==> config.mk <==
export PLATFORM = sky130hd
export DESIGN_NAME = regfile_port_arbiter_flat
export DESIGN_NICKNAME = d
export VERILOG_FILES = /design/src/rtl/regfile_port_arbiter_if.sv /design/src/rtl/regfile_port_arbiter.sv /design/src/flat_wrapper.sv
export SDC_FILE = /design/constraint.sdc
export NUM_CORES = 1
export LEC_CHECK = 0
export CAP_MARGIN = 25
export CORE_MARGIN = 8
export CORE_UTILIZATION = 24
export CTS_CLUSTER_SIZE = 40
export DETAILED_ROUTE_END_ITERATION = 10
export PLACE_DENSITY_LB_ADDON = 0.12
export SYNTH_ARGS = -nofsm -noshare
export SYNTH_HDL_FRONTEND = slang
export SYNTH_SLANG_ARGS = --single-unit
==> constraint.sdc <==
create_clock -name clock -period 1.8 [get_ports clock]
set_clock_uncertainty 0.1 [all_clocks]
set_input_delay 0.27 -clock clock [delete_from_list [all_inputs] [get_ports clock]]
set_output_delay 0.27 -clock clock [all_outputs]
set_load 0.005 [all_outputs]
==> src/rtl/regfile_port_arbiter_if.sv <==
// -----------------------------------------------------------------------------
// regfile_port_arbiter_if
// Bundles every non-clock signal of the register-file port arbiter.
//   processor side : p_we, p_wreg, p_ra, p_rb, p_wdata, p_stall
//   test side      : t_req, t_we, t_wreg, t_ra, t_rb, t_wdata, t_gnt
//   regfile side   : r_we, r_wreg, r_ra, r_rb, r_wdata
//   dump control   : dump_start, dump_busy, dump_valid, dump_idx
// modport master : the environment (processor, test port, regfile, dump client)
// modport slave  : the arbiter itself
// -----------------------------------------------------------------------------
interface regfile_port_arbiter_if;
  logic        p_we;
  logic [4:0]  p_wreg;
  logic [4:0]  p_ra;
  logic [4:0]  p_rb;
  logic [31:0] p_wdata;

  logic        t_req;
  logic        t_we;
  logic [4:0]  t_wreg;
  logic [4:0]  t_ra;
  logic [4:0]  t_rb;
  logic [31:0] t_wdata;

  logic        t_gnt;
  logic        p_stall;

  logic        r_we;
  logic [4:0]  r_wreg;
  logic [4:0]  r_ra;
  logic [4:0]  r_rb;
  logic [31:0] r_wdata;

  logic        dump_start;
  logic        dump_busy;
  logic        dump_valid;
  logic [4:0]  dump_idx;

  modport master (
    output p_we, p_wreg, p_ra, p_rb, p_wdata,
    output t_req, t_we, t_wreg, t_ra, t_rb, t_wdata,
    output dump_start,
    input  t_gnt, p_stall,
    input  r_we, r_wreg, r_ra, r_rb, r_wdata,
    input  dump_busy, dump_valid, dump_idx
  );

  modport slave (
    input  p_we, p_wreg, p_ra, p_rb, p_wdata,
    input  t_req, t_we, t_wreg, t_ra, t_rb, t_wdata,
    input  dump_start,
    output t_gnt, p_stall,
    output r_we, r_wreg, r_ra, r_rb, r_wdata,
    output dump_busy, dump_valid, dump_idx
  );
endinterface

==> src/rtl/regfile_port_arbiter.sv <==
// -----------------------------------------------------------------------------
// regfile_port_arbiter
// Shares one register-file port between the processor and a test requester,
// with an optional full-register dump sequencer.
//   clock : single clock, all state changes on its rising edge
//   reset : synchronous, active-high
//   bus   : regfile_port_arbiter_if.slave (processor/test requests in,
//           selected request to the regfile out, grant/stall/dump status out)
// Parameter HOLD_MAX: consecutive test-owned cycles before one forced
// processor cycle.
// Optional feature: define REGFILE_DUMP_EN to build the dump sequencer. Without
// it dump_start is ignored and dump_busy/dump_valid/dump_idx are tied to 0.
// -----------------------------------------------------------------------------
module regfile_port_arbiter #(
  parameter int HOLD_MAX = 8
) (
  input  logic                 clock,
  input  logic                 reset,
  regfile_port_arbiter_if.slave bus
);

  // Hold counter only needs to reach HOLD_MAX-1 (the last TEST cycle).
  localparam int CNT_W = (HOLD_MAX < 2) ? 1 : $clog2(HOLD_MAX);
  localparam logic [CNT_W-1:0] HOLD_LAST = CNT_W'(HOLD_MAX - 1);

  typedef enum logic [1:0] {
    ST_PROC  = 2'd0,
    ST_TEST  = 2'd1,
    ST_FORCE = 2'd2,
    ST_DUMP  = 2'd3
  } state_t;

  state_t           state_r;
  state_t           state_s;
  logic [CNT_W-1:0] hold_cnt_r;
  logic [CNT_W-1:0] hold_cnt_s;
  logic             pending_r;
  logic             pending_s;
  logic             dump_start_s;
  logic [3:0]       dump_cnt_r;
  logic             t_gnt_r;
  logic             p_stall_r;

  logic             sel_we_s;
  logic [4:0]       sel_wreg_s;
  logic [4:0]       sel_ra_s;
  logic [4:0]       sel_rb_s;
  logic [31:0]      sel_wdata_s;

`ifdef REGFILE_DUMP_EN
  logic [3:0]       dump_cnt_s;
  logic             dump_busy_r;
  logic [4:0]       dump_idx_r;

  assign dump_start_s = bus.dump_start;
`else
  logic             unused_dump_start_s;

  assign unused_dump_start_s = bus.dump_start;
  assign dump_start_s        = 1'b0;
  assign dump_cnt_r          = 4'd0;
`endif

  // Next-state logic: ownership arbitration, hold counting, dump pending flag.
  always_comb begin
    state_s    = state_r;
    hold_cnt_s = {CNT_W{1'b0}};
    pending_s  = pending_r;
    case (state_r)
      ST_PROC: begin
`ifdef REGFILE_DUMP_EN
        if (dump_start_s || pending_r) begin
          state_s   = ST_DUMP;
          pending_s = 1'b0;
        end else if (bus.t_req) begin
          state_s = ST_TEST;
        end else begin
          state_s = ST_PROC;
        end
`else
        if (bus.t_req) begin
          state_s = ST_TEST;
        end else begin
          state_s = ST_PROC;
        end
`endif
      end
      ST_TEST: begin
        // A dump requested while the test side owns the port waits for PROC.
        pending_s = pending_r | dump_start_s;
        if (!bus.t_req) begin
          state_s = ST_PROC;
        end else if (hold_cnt_r == HOLD_LAST) begin
          state_s = ST_FORCE;
        end else begin
          state_s    = ST_TEST;
          hold_cnt_s = hold_cnt_r + CNT_W'(1);
        end
      end
      ST_FORCE: begin
        // The forced processor cycle re-arbitrates like PROC so a still-held
        // t_req loses only this one cycle; a pending dump goes via PROC.
        pending_s = pending_r | dump_start_s;
        if (pending_s) begin
          state_s = ST_PROC;
        end else if (bus.t_req) begin
          state_s = ST_TEST;
        end else begin
          state_s = ST_PROC;
        end
      end
      ST_DUMP: begin
`ifdef REGFILE_DUMP_EN
        // dump_start is deliberately not sampled here: no queued second dump.
        if (dump_cnt_r == 4'd15) begin
          if (bus.t_req) begin
            state_s = ST_TEST;
          end else begin
            state_s = ST_PROC;
          end
        end else begin
          state_s = ST_DUMP;
        end
`else
        state_s = ST_PROC;
`endif
      end
      default: begin
        state_s = ST_PROC;
      end
    endcase
  end

  // State register, hold counter, pending flag and registered grant/stall.
  always_ff @(posedge clock) begin
    if (reset) begin
      state_r    <= ST_PROC;
      hold_cnt_r <= {CNT_W{1'b0}};
      pending_r  <= 1'b0;
      t_gnt_r    <= 1'b0;
      p_stall_r  <= 1'b0;
    end else begin
      state_r    <= state_s;
      hold_cnt_r <= hold_cnt_s;
      pending_r  <= pending_s;
      t_gnt_r    <= (state_s == ST_TEST);
      p_stall_r  <= (state_s == ST_TEST) || (state_s == ST_DUMP);
    end
  end

`ifdef REGFILE_DUMP_EN
  // Dump pair counter: restarts at 0 on every DUMP entry.
  always_comb begin
    dump_cnt_s = 4'd0;
    if ((state_r == ST_DUMP) && (state_s == ST_DUMP)) begin
      dump_cnt_s = dump_cnt_r + 4'd1;
    end else begin
      dump_cnt_s = 4'd0;
    end
  end

  // Dump counter and registered dump status.
  always_ff @(posedge clock) begin
    if (reset) begin
      dump_cnt_r  <= 4'd0;
      dump_busy_r <= 1'b0;
      dump_idx_r  <= 5'd0;
    end else begin
      dump_cnt_r  <= dump_cnt_s;
      dump_busy_r <= (state_s == ST_DUMP);
      dump_idx_r  <= (state_s == ST_DUMP) ? {dump_cnt_s, 1'b0} : 5'd0;
    end
  end

  assign bus.dump_busy  = dump_busy_r;
  assign bus.dump_valid = dump_busy_r;
  assign bus.dump_idx   = dump_idx_r;
`else
  assign bus.dump_busy  = 1'b0;
  assign bus.dump_valid = 1'b0;
  assign bus.dump_idx   = 5'd0;
`endif

  // Regfile request mux, selected by the registered state only.
  always_comb begin
    sel_we_s    = bus.p_we;
    sel_wreg_s  = bus.p_wreg;
    sel_ra_s    = bus.p_ra;
    sel_rb_s    = bus.p_rb;
    sel_wdata_s = bus.p_wdata;
    case (state_r)
      ST_PROC, ST_FORCE: begin
        sel_we_s    = bus.p_we;
        sel_wreg_s  = bus.p_wreg;
        sel_ra_s    = bus.p_ra;
        sel_rb_s    = bus.p_rb;
        sel_wdata_s = bus.p_wdata;
      end
      ST_TEST: begin
        sel_we_s    = bus.t_we;
        sel_wreg_s  = bus.t_wreg;
        sel_ra_s    = bus.t_ra;
        sel_rb_s    = bus.t_rb;
        sel_wdata_s = bus.t_wdata;
      end
      ST_DUMP: begin
        sel_we_s    = 1'b0;
        sel_wreg_s  = 5'd0;
        sel_ra_s    = {dump_cnt_r, 1'b0};
        sel_rb_s    = {dump_cnt_r, 1'b1};
        sel_wdata_s = 32'd0;
      end
      default: begin
        sel_we_s    = 1'b0;
        sel_wreg_s  = 5'd0;
        sel_ra_s    = 5'd0;
        sel_rb_s    = 5'd0;
        sel_wdata_s = 32'd0;
      end
    endcase
  end

  // Register 0 is never written, and nothing is written during reset.
  assign bus.r_we    = sel_we_s && (sel_wreg_s != 5'd0) && !reset;
  assign bus.r_wreg  = sel_wreg_s;
  assign bus.r_ra    = sel_ra_s;
  assign bus.r_rb    = sel_rb_s;
  assign bus.r_wdata = sel_wdata_s;
  assign bus.t_gnt   = t_gnt_r;
  assign bus.p_stall = p_stall_r;

endmodule

==> src/flat_wrapper.sv <==
// flat-port wrapper written by rule: the top's interface ports become plain ports
module regfile_port_arbiter_flat 
#(
  parameter int HOLD_MAX = 8
)
  (clock, reset, bus_p_we, bus_p_wreg, bus_p_ra, bus_p_rb, bus_p_wdata, bus_t_req, bus_t_we, bus_t_wreg, bus_t_ra, bus_t_rb, bus_t_wdata, bus_dump_start, bus_t_gnt, bus_p_stall, bus_r_we, bus_r_wreg, bus_r_ra, bus_r_rb, bus_r_wdata, bus_dump_busy, bus_dump_valid, bus_dump_idx);
  regfile_port_arbiter_if bus_i ();
  input  logic clock;
  input  logic reset;
  input wire logic [$bits(bus_i.p_we)-1:0] bus_p_we;
  input wire logic [$bits(bus_i.p_wreg)-1:0] bus_p_wreg;
  input wire logic [$bits(bus_i.p_ra)-1:0] bus_p_ra;
  input wire logic [$bits(bus_i.p_rb)-1:0] bus_p_rb;
  input wire logic [$bits(bus_i.p_wdata)-1:0] bus_p_wdata;
  input wire logic [$bits(bus_i.t_req)-1:0] bus_t_req;
  input wire logic [$bits(bus_i.t_we)-1:0] bus_t_we;
  input wire logic [$bits(bus_i.t_wreg)-1:0] bus_t_wreg;
  input wire logic [$bits(bus_i.t_ra)-1:0] bus_t_ra;
  input wire logic [$bits(bus_i.t_rb)-1:0] bus_t_rb;
  input wire logic [$bits(bus_i.t_wdata)-1:0] bus_t_wdata;
  input wire logic [$bits(bus_i.dump_start)-1:0] bus_dump_start;
  output wire logic [$bits(bus_i.t_gnt)-1:0] bus_t_gnt;
  output wire logic [$bits(bus_i.p_stall)-1:0] bus_p_stall;
  output wire logic [$bits(bus_i.r_we)-1:0] bus_r_we;
  output wire logic [$bits(bus_i.r_wreg)-1:0] bus_r_wreg;
  output wire logic [$bits(bus_i.r_ra)-1:0] bus_r_ra;
  output wire logic [$bits(bus_i.r_rb)-1:0] bus_r_rb;
  output wire logic [$bits(bus_i.r_wdata)-1:0] bus_r_wdata;
  output wire logic [$bits(bus_i.dump_busy)-1:0] bus_dump_busy;
  output wire logic [$bits(bus_i.dump_valid)-1:0] bus_dump_valid;
  output wire logic [$bits(bus_i.dump_idx)-1:0] bus_dump_idx;
  assign bus_i.p_we = bus_p_we;
  assign bus_i.p_wreg = bus_p_wreg;
  assign bus_i.p_ra = bus_p_ra;
  assign bus_i.p_rb = bus_p_rb;
  assign bus_i.p_wdata = bus_p_wdata;
  assign bus_i.t_req = bus_t_req;
  assign bus_i.t_we = bus_t_we;
  assign bus_i.t_wreg = bus_t_wreg;
  assign bus_i.t_ra = bus_t_ra;
  assign bus_i.t_rb = bus_t_rb;
  assign bus_i.t_wdata = bus_t_wdata;
  assign bus_i.dump_start = bus_dump_start;
  assign bus_t_gnt = bus_i.t_gnt;
  assign bus_p_stall = bus_i.p_stall;
  assign bus_r_we = bus_i.r_we;
  assign bus_r_wreg = bus_i.r_wreg;
  assign bus_r_ra = bus_i.r_ra;
  assign bus_r_rb = bus_i.r_rb;
  assign bus_r_wdata = bus_i.r_wdata;
  assign bus_dump_busy = bus_i.dump_busy;
  assign bus_dump_valid = bus_i.dump_valid;
  assign bus_dump_idx = bus_i.dump_idx;
  regfile_port_arbiter #(.HOLD_MAX(HOLD_MAX)) u_core (.clock(clock), .reset(reset), .bus(bus_i));
endmodule
==> Word-level counts from Yosys, hierarchy flattened <==
Cells that the tools add are included.
{ "word_totals": {"reg_bits": 7, "latch_bits": 0, "ramBits": 0, "rom_bits": 0, "in_bits": 100, "output_inout_bits": 57, "elab_cells": 30, "memories": 0} }
{ "op_classes": {"addsub": 1, "n_mul": 0, "div_mod_pow": 0, "magnitude_cmp": 0, "eq_ne": 6, "n_shift": 0, "muxes": 9, "n_bitwise": 2, "reduce_logical": 8} }
{ "op_table": {"columns": ["op", "n"], "rows": [
  ["32-bit one-hot mux with 3 select lines", 1],
  ["5-bit one-hot mux with 3 select lines", 3],
  ["2-bit equality test (second input constant)", 3],
  ["2-bit one-hot mux with 3 select lines", 1],
  ["5-bit nonzero test", 1],
  ["2-bit by 1-bit equality test with 1-bit output (second input constant)", 2],
  ["2-bit two-way mux", 2],
  ["4-bit OR reduction", 1],
  ["3-bit by 1-bit adder with 3-bit output (second input constant)", 1],
  ["3-bit equality test (second input constant)", 1],
  ["1-bit one-hot mux with 3 select lines", 1],
  ["1-bit logical AND", 2],
  ["2-bit zero test", 1],
  ["1-bit inverter", 2],
  ["2-bit OR reduction", 1],
  ["1-bit zero test", 1],
  ["1-bit logical OR", 1],
  ["1-bit two-way mux", 1]
]} }

==> Logic depth before layout (Yosys ltp) <==
{ "logic_depth": {"ltp_word": 6, "depth_mapped": 5, "mapped_depth_nobuf": 4} }

==> Worst setup path before layout <==
No wires, ideal clock.
{ "synth_timing": {"kind": "reg2out", "startpoint": "register u_core.bus.p_stall (netlist name)", "endpoint": "output bus_r_we", "arrival_ns": 1.014, "t_required_ns": 1.430, "setup_slack_ns": 0.416, "stages_incl_launch_ff": 4, "path_cell_list": "dfxtp_1 or4b_1 nor3_2 nor4_1"} }
{ "synth_rtl": {"columns": ["item", "line", "rtl"], "rows": [
  ["end, declared", "flat_wrapper.sv:24", "output wire logic [$bits(bus_i.r_we)-1:0] bus_r_we;"]
]} }

==> Final worst setup path <==
{ "layout_timing": {"startpoint": "register u_core.state_r[1]", "endpoint": "output bus_r_wdata[15]"} }
{ "layout_via": {"elab_chain_len": 3, "word_cells_on_any_way": 6, "classes_between": "3 x eq/ne; 1 x mux; 2 x reduce/logical"} }
{ "layout_lines": {"columns": ["item", "line", "rtl"], "rows": [
  ["start, declared", "regfile_port_arbiter.sv:33", "state_t state_r;"],
  ["start signal, assigned", "regfile_port_arbiter.sv:143", "state_r <= state_s;"],
  ["2-bit equality test or 2-bit zero test (tied branches)", "regfile_port_arbiter.sv:191", "case (state_r)"],
  ["2-bit OR reduction (no source line)", null, null],
  ["32-bit one-hot mux with 3 select lines *", "regfile_port_arbiter.sv:191", null],
  ["end, declared", "flat_wrapper.sv:28", "output wire logic [$bits(bus_i.r_wdata)-1:0] bus_r_wdata;"]
]} }
Mark *: on every way between the ends. The rest lies on a longest branch, timed or not.

==> impl_metrics.py <==
metrics = {
    "sta": {
        "rsz0062_at_grt": "true",
        "fin_setup_tns_ps": 0,
        "max_freq_ghz": 0.573,
        "finalCritPeriodShare_pct": 97.0,
        "setup_ws_ps": 53.5,
        "setup_violations": 0,
        "slew_violations": 0,
        "hold_slack_ps": 340,
        "fin_crit_ps": 1750,
        "hold_viol": 0,
    },
    "cts": {
        "htreeDepth": 1,
        "cts_buffers": 3,
        "holdBufCountCts": 0,
        "cts.path.max_buffers": 2,
        "clkSlewWorstSetupHoldPaths_ps": 40,
        "root_buffer": "clkbuf_8",
        "cts_tree": "done",
        "clock_latency_ps": 220,
        "clock_sinks": 6,
    },
    "power": {
        "switching_share_pct": 27.7,
        "clkPwrFrac_pct": 23.9,
        "p_sw_w": 0.000240,
        "p_seq_share_pct": 16.0,
        "ir_worst_vdd_mv": 0.417,
        "p_comb_share_pct": 60.1,
        "p_int_w": 0.000624,
        "power_w": 0.000863,
        "leakage_nw": 1.30,
        "power_density_nw_per_um2": 334,
    },
    "critical_path": {
        "crit_family": "buffers and inverters",
        "cp_slowest_stage_delay_ps": 320,
        "critPathCaptureType": "output port",
        "start_kind": "flip-flop",
        "worstPathArrival_ps": 1380,
        "crit_required_ps": 1430,
        "cp_slowest_cell": "and2b_4",
        "cp-startpoint": "u_core.state_r[1]$_SDFF_PP0_",
        "critPathBufInv": 2,
        "critPathKind": "reg -> out",
        "r2r_start": "u_core.state_r[1]$_SDFF_PP0_",
        "cp_max_fo": 6,
        "path_cells": "and2b_4 > clkbuf_16 > nand2_1 > o21ai_0 > dlygate4sd2_1",
    },
    "floorplanning": {
        "die_w_um": 79.8,
        "rows": 23,
        "initial_utilization_pct": 24.6,
        "fp.dieH_um": 79.8,
        "fp.dieArea_um2": 6360,
        "pin_count": 157,
        "coreArea_um2": 3970,
    },
    "cells_and_area": {
        "final_common_cell": "clkdlybuf4s50_1",
        "drive_gt1_share_pct": 17.8,
        "nets": 447,
        "fillCellCount": 386,
        "diodes": 0,
        "multi_input_area_um2": 621,
        "final_cell_mix": "clkdlybuf4s50_1, inv_1, nand2_1",
        "ff_latch_area_um2": 124,
        "utilization_pct": 65.2,
        "area_growth_pct": 165,
    },
    "drt": {
        "vias": 1704,
        "wl_per_cell_um": 14.9,
        "viasPerCell": 4.34,
        "drc_errors": 0,
        "drt_iter0_drc": 42,
        "drt_first_pass_iters": 4,
        "antenna_left": 0,
        "wl_um": 5850,
    },
    "global_route": {
        "grt_pass1_vias": 1654,
        "grtUsageTotal_pct": 16.7,
        "grt-ovfl-total": 0,
        "grt_pass1_wl_um": 8510,
        "grt_max_degree": 24,
        "antenna_found_initial": 0,
    },
    "logic_synthesis": {
        "yosysSeqAreaShare_pct": 12.3,
        "syn_area_um2": 976,
        "synth_cell_types": 23,
        "synthCells": 185,
        "ys_warn_count": 0,
        "postSynthAreaPerCell_um2": 5.28,
        "synth-seq-cells": 6,
    },
    "worst_hold_path": {
        "hold_class": "reg -> reg",
        "worstHoldStart": "u_core.hold_cnt_r[0]$_SDFF_PP0_",
    },
    "flow_run": {
        "drv_cap": 0,
    },
    "placed_design": {
        "port_buffers": 148,
        "pre_cts_slack_ps": -459,
        "dpl.hpwl_um": 4600,
        "gp_congestion": 0.784,
    },
    "outcome": {
        "status": "finished, final reports clean",
    },
}
## flip-flops by register name, indices dropped and copies added (netlist names)
| register | flops |
|---|---|
| u_core.hold_cnt_r | 3 |
| u_core.bus.p_stall | 1 |
| u_core.bus.t_gnt | 1 |
| u_core.state_r | 1 |
## per-stage QoR
step / instances / cell area (um^2)
floorplan: 191 / 998
global placement: 380 / 2510
detailed placement: 380 / 2510
CTS: 390 / 2600
global route: 393 / 2590
finish: 393 / 2590
## path summary, 6_finish.rpt
path	depth (start not counted)	slack, ps	endpoint
max	5	50	bus_r_wdata[15]
min	1	340	u_core.hold_cnt_r[0]$_SDFF_PP0_
max reg2reg	6	450	u_core.hold_cnt_r[1]$_SDFF_PP0_
min reg2reg	1	340	u_core.hold_cnt_r[0]$_SDFF_PP0_
## worst reg2reg max path, delay by kind of cell (launching register included)
| kind | cells | cell delay, ps |
|---|---|---|
| buf+inv | 3 | 420 |
| simple gates | 3 | 480 |
| flops | 1 | 300 |
## Yosys cell counts, drive strengths merged
master / n / area share [%]
nand2: 46 / 18
dfxtp: 6 / 12
clkbuf: 3 / 1.2
nor2: 2 / 0.77
inv: 47 / 18
nor4: 2 / 1.3
and2b: 1 / 0.77
buf: 15 / 10
o21ai: 39 / 20
nand2b: 2 / 1.3
o22ai: 7 / 4.5
o22a: 1 / 0.90
nor3: 4 / 2.6
conb: 1 / 0.38
or4: 1 / 0.77
mux2i: 1 / 1.0
o21a: 1 / 0.77
ha: 2 / 2.6
nor2b: 1 / 0.64
and2: 2 / 1.3
or4b: 1 / 1.0
## power by group through the flow
stage,Sequential [W],Clock [W],Combinational [W]
6_report,0.000138,0.000206,0.000519
5_1_grt,0.000139,0.000217,0.000570
4_1_cts,0.000140,0.000212,0.000522
3_5_place_dp,0.000141,0,0.000549
3_3_place_gp,0.000141,0,0.000543
2_1_floorplan,0.000141,0,0.000139
## metal layers
layer / vias up / part of all wire (%) / GRT usage, %
li1: 876 / - / -
met1: 728 / 39 / 19.0
met2: 89 / 50 / 29.2
met3: 11 / 9.2 / 4.73
met4: 0 / 1.9 / 5.27
met5: - / 0 / 0
## logic make-up after synthesis
group | after synthesis | synth area share, %
AND/OR/NAND/NOR | 62 | 28.1
buffers and inverters | 65 | 29.5
flip-flops | 6 | 12.3
adder cells (fa/ha/maj) | 2 | 2.56
multiplexers | 1 | 1.03
other | 1 | 0.384
AO/OA/AOI/OAI | 48 | 26.2
## layout make-up
class	instances	area share (%)
Multi-Input combinational cell	120	24.0
Tap cell	50	2.42
Timing Repair Buffer	167	60.4
Clock buffer	3	1.60
Sequential cell	6	4.79
Inverter	47	6.82
## repair_timing
action | CTS | global route
resized for setup | 130 | 38
pin swaps | 3 | 4
setup endpoints to repair | 48 | 29
gates cloned | 2 | 1
buffers inserted | 5 | 2
No activity file was read; power rests on OpenSTA's default activity.
